==> src/rtl/sif_reg_bank.sv <==
// sif_reg_bank: register bank with a read/write port and a write-only port, with collision, range and protocol error pulses
module sif_reg_bank #(
  parameter int DATA_W = 16,
  parameter int ADDR_W = 16,
  parameter int DEPTH = 16,
  parameter logic [DATA_W-1:0] RST_VAL = '0
) (
  input  logic              clk_i,
  input  logic              rst_i,
  input  logic [ADDR_W-1:0] xa_addr_i,
  input  logic [DATA_W-1:0] xa_data_wr_i,
  input  logic              xa_wr_s_i,
  input  logic              xa_rd_s_i,
  output logic [DATA_W-1:0] xa_data_rd_o,
  output logic              xa_rd_valid_o,
  input  logic [ADDR_W-1:0] wa_addr_i,
  input  logic [DATA_W-1:0] wa_data_wr_i,
  input  logic              wa_wr_s_i,
  output logic              err_addr_o,
  output logic              err_coll_o,
  output logic              err_proto_o,
  output logic [7:0]        coll_cnt_o
);
  localparam int IW = $clog2(DEPTH);
  localparam logic [ADDR_W:0] LIM = (ADDR_W+1)'(DEPTH);
  logic [DATA_W-1:0] regs_q [DEPTH];
  logic [DATA_W-1:0] rd_q, rd_d;
  logic [7:0] cnt_q, cnt_d;
  logic valid_q, eaddr_q, ecoll_q, eproto_q;
  logic xa_ok, wa_ok, xa_wr, xa_rd, wa_wr, coll, proto, addr_err;
  logic [IW-1:0] xa_idx, wa_idx;
  always_comb begin
    xa_idx = xa_addr_i[IW-1:0];
    wa_idx = wa_addr_i[IW-1:0];
    xa_ok = {1'b0, xa_addr_i} < LIM;
    wa_ok = {1'b0, wa_addr_i} < LIM;
    proto = xa_wr_s_i && xa_rd_s_i;
    xa_wr = xa_wr_s_i && !xa_rd_s_i && xa_ok;
    xa_rd = xa_rd_s_i && !xa_wr_s_i;
    wa_wr = wa_wr_s_i && wa_ok;
    coll = xa_wr && wa_wr && (xa_idx == wa_idx);
    addr_err = ((xa_wr_s_i || xa_rd_s_i) && !xa_ok) || (wa_wr_s_i && !wa_ok);
    rd_d = xa_ok ? regs_q[xa_idx] : '0;
    cnt_d = (coll && cnt_q != 8'hFF) ? cnt_q + 8'd1 : cnt_q;
  end
  always_ff @(posedge clk_i) begin
    if (rst_i) begin
      for (int i = 0; i < DEPTH; i++) regs_q[i] <= RST_VAL;
      rd_q <= '0;
      valid_q <= 1'b0;
      eaddr_q <= 1'b0;
      ecoll_q <= 1'b0;
      eproto_q <= 1'b0;
      cnt_q <= '0;
    end else begin
      // xa is applied last so it wins a same-address collision
      if (wa_wr && !coll) regs_q[wa_idx] <= wa_data_wr_i;
      if (xa_wr) regs_q[xa_idx] <= xa_data_wr_i;
      if (xa_rd) rd_q <= rd_d;
      valid_q <= xa_rd;
      eaddr_q <= addr_err;
      ecoll_q <= coll;
      eproto_q <= proto;
      cnt_q <= cnt_d;
    end
  end
  assign xa_data_rd_o = rd_q;
  assign xa_rd_valid_o = valid_q;
  assign err_addr_o = eaddr_q;
  assign err_coll_o = ecoll_q;
  assign err_proto_o = eproto_q;
  assign coll_cnt_o = cnt_q;
endmodule

==> config.mk <==
export PLATFORM = sky130hd
export DESIGN_NAME = sif_reg_bank
export DESIGN_NICKNAME = d
export VERILOG_FILES = /design/src/rtl/sif_reg_bank.sv
export SDC_FILE = /design/constraint.sdc
export NUM_CORES = 1
export LEC_CHECK = 0
export BUFFER_PORTS_ARGS = -buffer_cell sky130_fd_sc_hd__buf_2
export CELL_PAD_IN_SITES_DETAIL_PLACEMENT = 0
export CELL_PAD_IN_SITES_GLOBAL_PLACEMENT = 1
export CORE_MARGIN = 1.5
export CORE_UTILIZATION = 53
export CTS_CLUSTER_SIZE = 28
export DETAILED_ROUTE_END_ITERATION = 12
export GPL_ROUTABILITY_DRIVEN = 0
export PLACE_DENSITY_LB_ADDON = 0.1
export SYNTH_ARGS = -nofsm -noshare
export SYNTH_HDL_FRONTEND = slang
export SYNTH_SLANG_ARGS = --single-unit
==> constraint.sdc <==
create_clock -name clk_i -period 9.8 [get_ports clk_i]
set_input_delay 1.96 -clock clk_i [delete_from_list [all_inputs] [get_ports clk_i]]
set_output_delay 1.96 -clock clk_i [all_outputs]
set_load 0.1 [all_outputs]
==> results by group <==
Route
  • Routed Antenna Nets: 0
  • Vias per cell: ~6.6
  • Drc violations: 0
  • DR pass1 iterations: 6
  • Vias: ~12k
  • Wire per inst: around 28 um
  • Final WL: roughly 50 mm
  • Initial DRC Count: approximately 1.6k

Floorplanning
  • IO Count: between 90 and 100
  • Die Y: 171 um
  • Die Wd: roughly 170 um
  • Rows: 61
  • Initial Util: 53.7%
  • CORE AREA: about 0.028 mm^2
  • Die Area: about 0.029 mm^2

Yosys
  • Post-synth top area share: between 50 and 60%
  • Mapped Nets: between 1k and 1.5k
  • EDFF count, synth: roughly 260
  • Synth warnings: 0
  • Synth top area cells: edfxtp_1, o31ai_1, nand2_1, mux2i_1, o21ai_0
  • Gate Count Post-Synth: ~1.4k
  • Post-synth ARST share: 0%
  • Library cells used by synthesis: 48
  • Yosys top cell by area: edfxtp_1
  • Seq/Total Area, Yosys: between 50% and 60%
  • Synth Cell Area: 0.0149 mm^2
  • Avg Cell Area, Syn: ~11 um^2
  • Most used DFF post-synth: edfxtp_1
  • Post-synthesis register bit count: between 200 and 300

CTS
  • Clock root buffer: clkbuf_16
  • # resized after CTS: 0
  • Hold buffers post-CTS: 0
  • CTS sink cnt: ~280
  • CTS tree: done
  • Reg clk slew, reported paths: 60 ps
  • Post-CTS setup buffer count: 0
  • H-tree depth: 1
  • Max Root-Sink Buffers: 3
  • Total CTS buffers: 31
  • Worst skew pair latency: 570 ps

GRT
  • Largest net degree at the start of global routing: 48
  • Global-route wire length before repair: ~74 mm
  • Grt ovf: 0
  • Vias in the first global route: 11.5k
  • Initial antenna violation count: 2
  • GRT Resource Usage Total: a little over a third

Setup path
  • WP data required: roughly 10000 ps
  • Critical path type: in2reg
  • Arrival time of the worst setup path: about 5700 ps
  • Critical Path End Type: register
  • Maximum fanout along the worst path: 47
  • Critical path startpoint category: primary input

Timing
  • Clock Skew: 4.38 ps
  • Tightest Pin Transition: between 1000 and 1500 ps
  • Min Tclk post-route: roughly 5500 ps
  • WHS: 447 ps
  • Final hold vios: 0
  • Unrepaired setup endpoints after global routing: no
  • Fmax: roughly 180 MHz
  • Slew HR: 16.5%
  • # setup viols final: 0
  • Final count of pins violating max slew: 0
  • Setup TNS: 0 ps
  • Final period util: 56.3%

Final layout
  • Multi-input gate area: a little over 0.006 mm^2
  • Final #Nets: 1485
  • Most common cell after layout, fill and taps aside: nand2_1
  • Most frequent cells in the layout: nand2_1, edfxtp_1, o31ai_1, o21ai_0, buf_2
  • Layout area overhead: 11.1%
  • Register area: around 0.0082 mm^2
  • Final-layout fill cell count: 2314
  • Share of cells above drive strength 1: between 10% and 20%

Worst hold path
  • Worst min path class: reg2reg

Pwr
  • Pwr per Cell Area: approximately 160 mW/mm^2
  • P_leak: roughly 0.0057 uW
  • VDD IR max: approximately 0.14 mV

Placed design
  • IO buf count: 96
  • Hpwl dp: between 30 and 40 mm

Flow run
  • Max-Cap Viols: 0

Run status
  • Outcome: finished clean
-- cell families after synthesis --
| group | after synthesis | synth area share [%] |
|---|---|---|
| buffers and inverters | 152 | 4.06 |
| XOR/XNOR | 4 | 0.235 |
| flip-flops | 284 | 55.3 |
| multiplexers | 120 | 9.57 |
| adder cells (fa/ha/maj) | 1 | 0.0838 |
| AO/OA/AOI/OAI | 379 | 16.6 |
| AND/OR/NAND/NOR | 466 | 14.2 |
-- worst paths after layout --
check,start,end,slack (ps),cells past startpoint
worst max-delay path,xa_addr_i[2],regs_q[6][2],4290,6
worst min-delay path,xa_data_rd_o[14],xa_data_rd_o[14],450,1
worst max register to register,coll_cnt_o[0],coll_cnt_o[4],7960,6
worst min register to register,xa_data_rd_o[14],xa_data_rd_o[14],450,1
-- stage by stage --
stage / area, um^2 / power (uW) / setup WS (ps) / util, % / std cells
global placement: 15600 / 1640 / 3840 / 56.2 / 1760
detailed placement: 15600 / 1640 / 3760 / 56.2 / 1760
CTS: 16600 / 2730 / 4350 / 59.7 / 1818
finish: 16600 / 2730 / 4290 / 59.7 / 1820
floorplan: 14900 / 1540 / 5130 / - / 1406
global route: 16600 / 2790 / 4210 / 59.7 / 1820
-- synth_stat cells (9+ instances only) --
cell type and number:
nand3_1 15, a211o_1 12, dfxtp_1 28, mux4_2 16, nor3_1 9, clkbuf_1 108
edfxtp_1 256, or4_1 10, nor2b_1 9, a21oi_1 15, a22oi_1 9, buf_1 13
o22ai_1 32, nand2_1 339, mux2_2 22, buf_2 27, nor2_1 21, o21ai_0 125
o31ai_1 172, mux2i_1 82
-- flip-flops by register name, indices dropped and copies added, names as in the netlist --
signal	flops
xa_data_rd_o	16
regs_q	256
xa_rd_valid_o	1
err_addr_o	1
err_proto_o	1
coll_cnt_o	8
err_coll_o	1
-- area by class of cell --
| cell class | count | area share [%] |
|---|---|---|
| sequential | 284 | 49.8 |
| multi-input combinational | 970 | 37.3 |
| clock buffer | 35 | 4.77 |
| timing repair buffer | 125 | 4.23 |
| tap | 378 | 2.85 |
| clock inverter | 23 | 0.966 |
| inverter | 3 | 0.0679 |
| antenna | 2 | 0.0302 |
-- report_power, final --
part / total, uW / switching (uW) / internal, uW
Sequential: 1390 / 17.2 / 1370
Combinational: 233 / 163 / 69.8
Clock: 1110 / 485 / 627
Total: 2730 / 666 / 2070
-- metal layers --
| metal | routed length, um | track usage (%) | part of all wire, % |
|---|---|---|---|
| met1 | 19300 | 47.6 | 38 |
| met2 | 22900 | 56.0 | 45 |
| met3 | 6400 | 7.15 | 13 |
| met4 | 2420 | 16.4 | 4.8 |
| met5 | 0 | 0 | 0 |
-- critical path, stage by stage --
cell,delay (ps)
buf_2,80
buf_4,670
inv_1,610
or3_1,740
nor3_4,840
a211o_1,750
Power figures use the tool's default switching activity.
